[src/rtl/seq_limb_mul_pkg.sv]
// Shared types and helpers for the limb-serial multiplier.
package seq_limb_mul_pkg;

  localparam int NATIVE_PRODUCT_WIDTH = 32;
  // One spare bit keeps the high-bit slices non-empty at the widest configuration.
  localparam int MAX_W = 513;

  typedef enum logic [1:0] {IDLE, MUL, FIX, DONE} state_t;

  function automatic int ceil_div(input int n, input int d);
    return (n + d - 1) / d;
  endfunction

  // Two's-complement negate when neg is set, result masked to w bits.
  function automatic logic [MAX_W-1:0] cond_neg(input logic [MAX_W-1:0] v, input int w,
                                                input logic neg);
    logic [MAX_W-1:0] mask;
    mask = (MAX_W'(1) << w) - MAX_W'(1);
    return (neg ? (~v + MAX_W'(1)) : v) & mask;
  endfunction

endpackage

[src/rtl/seq_limb_mul_limb_mul.sv]
// Single LIMB x LIMB -> 2*LIMB unsigned product, shared by every MUL step.
module limb_mul #(
  parameter int LIMB = 16
) (
  input  logic [LIMB-1:0]   i_a,
  input  logic [LIMB-1:0]   i_b,
  output logic [2*LIMB-1:0] o_p
);

  assign o_p = (2*LIMB)'(i_a) * (2*LIMB)'(i_b);

endmodule

[src/rtl/seq_limb_mul.sv]
// Limb-serial wide multiplier: one partial product per cycle, shift-added into a
// Y_WIDTH accumulator, sign applied once at the end.
//   state | meaning
//   IDLE  | waiting for operands, in_ready high
//   MUL   | one limb partial product per cycle, j inner / i outer
//   FIX   | apply sign to accumulator, load y
//   DONE  | y valid, waiting for out_ready
module seq_limb_mul
  import seq_limb_mul_pkg::*;
#(
  parameter int A_WIDTH = 64,
  parameter int B_WIDTH = 64,
  parameter int Y_WIDTH = 128,
  parameter int LIMB    = 16,
  parameter int SIGNED  = 0
) (
  input  logic               clk,
  input  logic               rst,
  input  logic               in_valid,
  output logic               in_ready,
  input  logic [A_WIDTH-1:0] a,
  input  logic [B_WIDTH-1:0] b,
  output logic               out_valid,
  input  logic               out_ready,
  output logic [Y_WIDTH-1:0] y,
  output logic               busy
);

  localparam int NA = ceil_div(A_WIDTH, LIMB);
  localparam int NB = ceil_div(B_WIDTH, LIMB);
  localparam int AP = NA * LIMB;
  localparam int BP = NB * LIMB;
  localparam int IW = (NA > 1) ? $clog2(NA) : 1;
  localparam int JW = (NB > 1) ? $clog2(NB) : 1;
  localparam logic [IW-1:0] LAST_I = IW'(NA - 1);
  localparam logic [JW-1:0] LAST_J = JW'(NB - 1);

  if (2 * LIMB > NATIVE_PRODUCT_WIDTH) begin : g_limb_too_wide
    $error("seq_limb_mul: 2*LIMB exceeds the native product width");
  end

  state_t             r_state, w_next;
  logic [AP-1:0]      r_amag;
  logic [BP-1:0]      r_bmag;
  logic               r_neg;
  logic [IW-1:0]      r_i;
  logic [JW-1:0]      r_j;
  logic [Y_WIDTH-1:0] r_acc, r_y;

  logic               w_a_neg, w_b_neg, w_last, w_unused_hi;
  logic [MAX_W-1:0]   w_amag_full, w_bmag_full, w_fix_full;
  logic [LIMB-1:0]    w_la, w_lb;
  logic [2*LIMB-1:0]  w_pp;
  logic [31:0]        w_shift;
  logic [Y_WIDTH-1:0] w_term;

  assign w_a_neg     = (SIGNED != 0) && a[A_WIDTH-1];
  assign w_b_neg     = (SIGNED != 0) && b[B_WIDTH-1];
  assign w_amag_full = cond_neg(MAX_W'(a), A_WIDTH, w_a_neg);
  assign w_bmag_full = cond_neg(MAX_W'(b), B_WIDTH, w_b_neg);
  assign w_fix_full  = cond_neg(MAX_W'(r_acc), Y_WIDTH, r_neg);
  assign w_unused_hi = ^{w_amag_full[MAX_W-1:AP], w_bmag_full[MAX_W-1:BP],
                         w_fix_full[MAX_W-1:Y_WIDTH]};

  assign w_la    = r_amag[r_i*LIMB +: LIMB];
  assign w_lb    = r_bmag[r_j*LIMB +: LIMB];
  assign w_shift = (32'(r_i) + 32'(r_j)) * 32'(LIMB);
  // Shifts at or past Y_WIDTH give zero but the step still costs its cycle.
  assign w_term  = Y_WIDTH'(w_pp) << w_shift;
  assign w_last  = (r_i == LAST_I) && (r_j == LAST_J);

  limb_mul #(.LIMB(LIMB)) u_limb_mul (
    .i_a (w_la),
    .i_b (w_lb),
    .o_p (w_pp)
  );

  always_ff @(posedge clk) begin
    if (rst) r_state <= IDLE;
    else     r_state <= w_next;
  end

  always_comb begin
    w_next = r_state;
    case (r_state)
      IDLE:    if (in_valid)  w_next = MUL;
      MUL:     if (w_last)    w_next = FIX;
      FIX:                    w_next = DONE;
      DONE:    if (out_ready) w_next = IDLE;
      default:                w_next = IDLE;
    endcase
  end

  always_comb begin
    in_ready  = (r_state == IDLE);
    out_valid = (r_state == DONE);
    busy      = (r_state != IDLE);
  end

  assign y = r_y;

  always_ff @(posedge clk) begin
    if (rst) begin
      r_amag <= '0;
      r_bmag <= '0;
      r_neg  <= 1'b0;
      r_i    <= '0;
      r_j    <= '0;
      r_acc  <= '0;
      r_y    <= '0;
    end else begin
      case (r_state)
        IDLE: if (in_valid) begin
          r_amag <= w_amag_full[AP-1:0];
          r_bmag <= w_bmag_full[BP-1:0];
          r_neg  <= w_a_neg ^ w_b_neg;
          r_i    <= '0;
          r_j    <= '0;
          r_acc  <= '0;
        end
        MUL: begin
          r_acc <= r_acc + w_term;
          if (r_j == LAST_J) begin
            r_j <= '0;
            r_i <= (r_i == LAST_I) ? '0 : r_i + IW'(1);
          end else begin
            r_j <= r_j + JW'(1);
          end
        end
        FIX:     r_y <= w_fix_full[Y_WIDTH-1:0];
        default: ;
      endcase
    end
  end

endmodule

[config.mk]
export PLATFORM = sky130hd
export DESIGN_NAME = seq_limb_mul
export DESIGN_NICKNAME = d
export VERILOG_FILES = /design/src/rtl/seq_limb_mul_pkg.sv /design/src/rtl/seq_limb_mul_limb_mul.sv /design/src/rtl/seq_limb_mul.sv
export SDC_FILE = /design/constraint.sdc
export NUM_CORES = 2
export LEC_CHECK = 0
export BUFFER_PORTS_ARGS = -buffer_cell sky130_fd_sc_hd__buf_2
export CAP_MARGIN = 20
export CELL_PAD_IN_SITES_DETAIL_PLACEMENT = 0
export CELL_PAD_IN_SITES_GLOBAL_PLACEMENT = 2
export CORE_AREA = 2 2 298 300
export DETAILED_ROUTE_END_ITERATION = 10
export DIE_AREA = 0 0 300 302
export MAX_ROUTING_LAYER = met4
export PLACE_DENSITY_LB_ADDON = 0.1
export SYNTH_ARGS = -nofsm -noshare
export SYNTH_HDL_FRONTEND = slang
export SYNTH_HIERARCHICAL = 1
export SYNTH_SLANG_ARGS = --single-unit
[constraint.sdc]
create_clock -name clk -period 10.9 [get_ports clk]
set_clock_uncertainty 0.1 [all_clocks]
set_input_delay 1.635 -clock clk [delete_from_list [all_inputs] [get_ports clk]]
set_output_delay 1.635 -clock clk [all_outputs]
set_load 0.03 [all_outputs]
==> impl_metrics.env <==
export IMPL_outcome="completed"
export IMPL_drc=0
export IMPL_seq_area_frac_synth=0.243
export IMPL_fmax_ghz=0.0958
export IMPL_wl_um=116000
export IMPL_mostFrequentLayoutCell="nand2_1"
export IMPL_wire_per_inst_um=21.2
export IMPL_ys_warn_count=6
export IMPL_place_ws_ns=0.329
export IMPL_cpPeakStageDelay_ns=0.66
export IMPL_core_area_um2=87600
export IMPL_crit_slowest_cell="mux4_2"
export IMPL_cts_buffers=47
export IMPL_num_vias=28900
export IMPL_cts_tree="built"
export IMPL_report_final_setup_viol=0
export IMPL_hold_viol_final=0
export IMPL_routabilityCongestion=0.939
export IMPL_worstPathRequired_ns=11.26
export IMPL_grt_setup_unrepaired="yes"
export IMPL_endpoint_kind="register"
export IMPL_initial_utilization=0.367
export IMPL_grt_pass1_wl_um=177000
export IMPL_max_slew_margin=0.277
export IMPL_die_area_um2=90600
export IMPL_worstMarginPinSlew_ns=1.08
export IMPL_synth_main_ff_cell="dfxtp_1"
export IMPL_hp_class="reg -> reg"
export IMPL_htree_levels=2
export IMPL_critPathArrivalTime_ns=10.80
export IMPL_final_cell_mix="637 x nand2_1, 403 x nor2_1, 390 x dfxtp_1, 343 x a21oi_1, 277 x inv_1"
export IMPL_layout_drive_gt1_share=0.163
export IMPL_die_h_um=302
export IMPL_clkSinkCount=390
export IMPL_cts_root_buf="clkbuf_16"
export IMPL_port_buffers=262
export IMPL_vias_per_cell=5.27
export IMPL_dr_pass1_iters=7
export IMPL_grt_usage=0.260
export IMPL_postSynth_asyncResetShare=0
export IMPL_worstSetupPathType="reg -> reg"
export IMPL_synthCells=3964
export IMPL_max_vdd_ir_drop_uv=253
export IMPL_clk_pin_slew_ns=0.06
export IMPL_syn_to_final_growth_pct=17.2
export IMPL_setup_slack_ns=0.459
export IMPL_ys_ff_latch=390
export IMPL_finalCritPeriodShare=0.958
export IMPL_synth_edf_count=0
export IMPL_syn_nets=4531
export IMPL_tns_ns=0
export IMPL_critPathLaunchType="register"
export IMPL_num_rows=109
export IMPL_ant_nets=0
export IMPL_nets=4849
export IMPL_globalRoute_totalOverflow=0
export IMPL_crit_fanout=19
export IMPL_fillers=9124
export IMPL_hpwl_um=92500
export IMPL_antenna_found_initial=15
export IMPL_powerDensity_nw_per_um2=149
export IMPL_cap_viol_max_count=0
export IMPL_syn_cell_area_um2=32100
export IMPL_final_max_slew_viol_count=0
export IMPL_yosys_area_top_type="dfxtp_1"
export IMPL_synth_top_area_frac=0.243
export IMPL_fin_crit_ns=10.44
export IMPL_die_w_um=300
export IMPL_ys_types=89
export IMPL_clk_path_buf_depth=3
export IMPL_syn_mean_instance_area_um2=8.11
export IMPL_path_common_cell="fa_1"
export IMPL_insertion_delay_ns=0.63
export IMPL_hold_buffers=0
export IMPL_grt_max_degree=125
export IMPL_first_iter_violations=1919
export IMPL_synthTopCellsByArea="dfxtp_1 24%, fa_1 12%, ha_1 9.3%"
export IMPL_ios=263
export IMPL_grt_pass1_vias=28400
export IMPL_worst_r2r_setup_slack_ns=0.46
export IMPL_p_leak_nw=16.7
==> worst max-delay path, delay by kind of cell (launching register included) <==
kind            cells  cell delay (ns)
flops               1             0.35
mux                 1             0.66
compound gates     15             4.03
buf+inv             6             0.55
simple gates        3             0.41
fa+ha+maj           8             3.80
xor+xnor            2             0.34
==> layer usage <==
metal / up-vias / global-route usage / wire length, um
met3: 130 / 0.0296 / 5500
li1: 14100 / - / -
met1: 14100 / 0.379 / 57700
met2: 639 / 0.385 / 50600
met4: 0 / 0.0568 / 2490
met5: - / - / 0
==> timing repair <==
item | CTS | global route
setup buffers | 0 | 0
endpoints found under the setup margin | 0 | 27
resized for setup | 0 | 10
==> report_power, final <==
group	total (mW)	internal [mW]	switching, mW
combinational	2.37	0.815	1.55
sequential	1.59	1.53	0.0608
clock	1.64	0.941	0.702
total	5.60	3.29	2.32
==> logic make-up after synthesis <==
| logic type | count (synthesis) | share of synthesized area |
|---|---|---|
| DFF | 390 | 0.243 |
| buffers and inverters | 521 | 0.0623 |
| adders and majority gates | 435 | 0.215 |
| muxes | 179 | 0.0682 |
| and+or+nand+nor | 1401 | 0.192 |
| AOI/OAI and AO/OA | 889 | 0.179 |
| xor gates and xnor gates | 149 | 0.0406 |
==> sequential cells by signal, indices dropped and copies added, names as in the netlist <==
name     flops
y          128
r_i          2
r_acc      128
r_bmag      64
r_state      2
r_j          2
r_amag      64
==> path summary, 6_finish.rpt <==
kind | from | to | cells past startpoint
hold / removal | r_bmag[45] | r_bmag[45] | 2
setup reg to reg | r_i[0] | r_acc[68] | 35
hold reg to reg | r_bmag[45] | r_bmag[45] | 2
setup / recovery | r_i[0] | r_acc[68] | 35
==> synthesized netlist by cell type, types with 9 or more instances <==
cell type	number
nand2_1	638
o21ai_0	151
xor2_1	66
nor2_1	405
nand3_1	19
o21ai_1	22
buf_2	13
nand4_1	69
a22o_1	26
nand2b_1	15
o31ai_1	11
fa_1	196
mux2i_1	147
o211ai_1	11
o21bai_1	42
dfxtp_1	390
a211oi_1	11
inv_1	277
nor2b_1	29
a21oi_1	345
mux4_2	32
and3_1	12
xnor2_1	83
clkbuf_1	199
and2_1	146
a21oi_2	9
a21o_1	85
a31oi_1	12
o21a_1	13
nor3_1	25
buf_1	28
or3_1	12
ha_1	239
a22oi_1	66
==> layout make-up <==
class / count / area [um2] / area share
Multi-Input combinational cell: 3053 / 22400 / 0.596
Sequential cell: 390 / 7810 / 0.207
Timing Repair Buffer: 513 / 3310 / 0.0879
Tap cell: 1165 / 1460 / 0.0387
Clock buffer: 67 / 1350 / 0.0359
Inverter: 277 / 1040 / 0.0276
Clock inverter: 15 / 240 / 0.00638
Antenna cell: 12 / 30.0 / 0.000797
==> metrics by stage <==
step                      std cells   util  cell area (um2)  hold WS (ns)  total power, mW
after global placement         5397  0.411            36000         0.341             4.01
after floorplan                3964      -            32100         0.333             3.05
final                          5492  0.430            37700         0.352             5.60
after CTS                      5479  0.429            37600         0.353             5.67
after global routing           5489  0.430            37700         0.370             5.94
after detailed placement       5397  0.411            36000         0.345             4.00
Power figures use the tool's default switching activity.
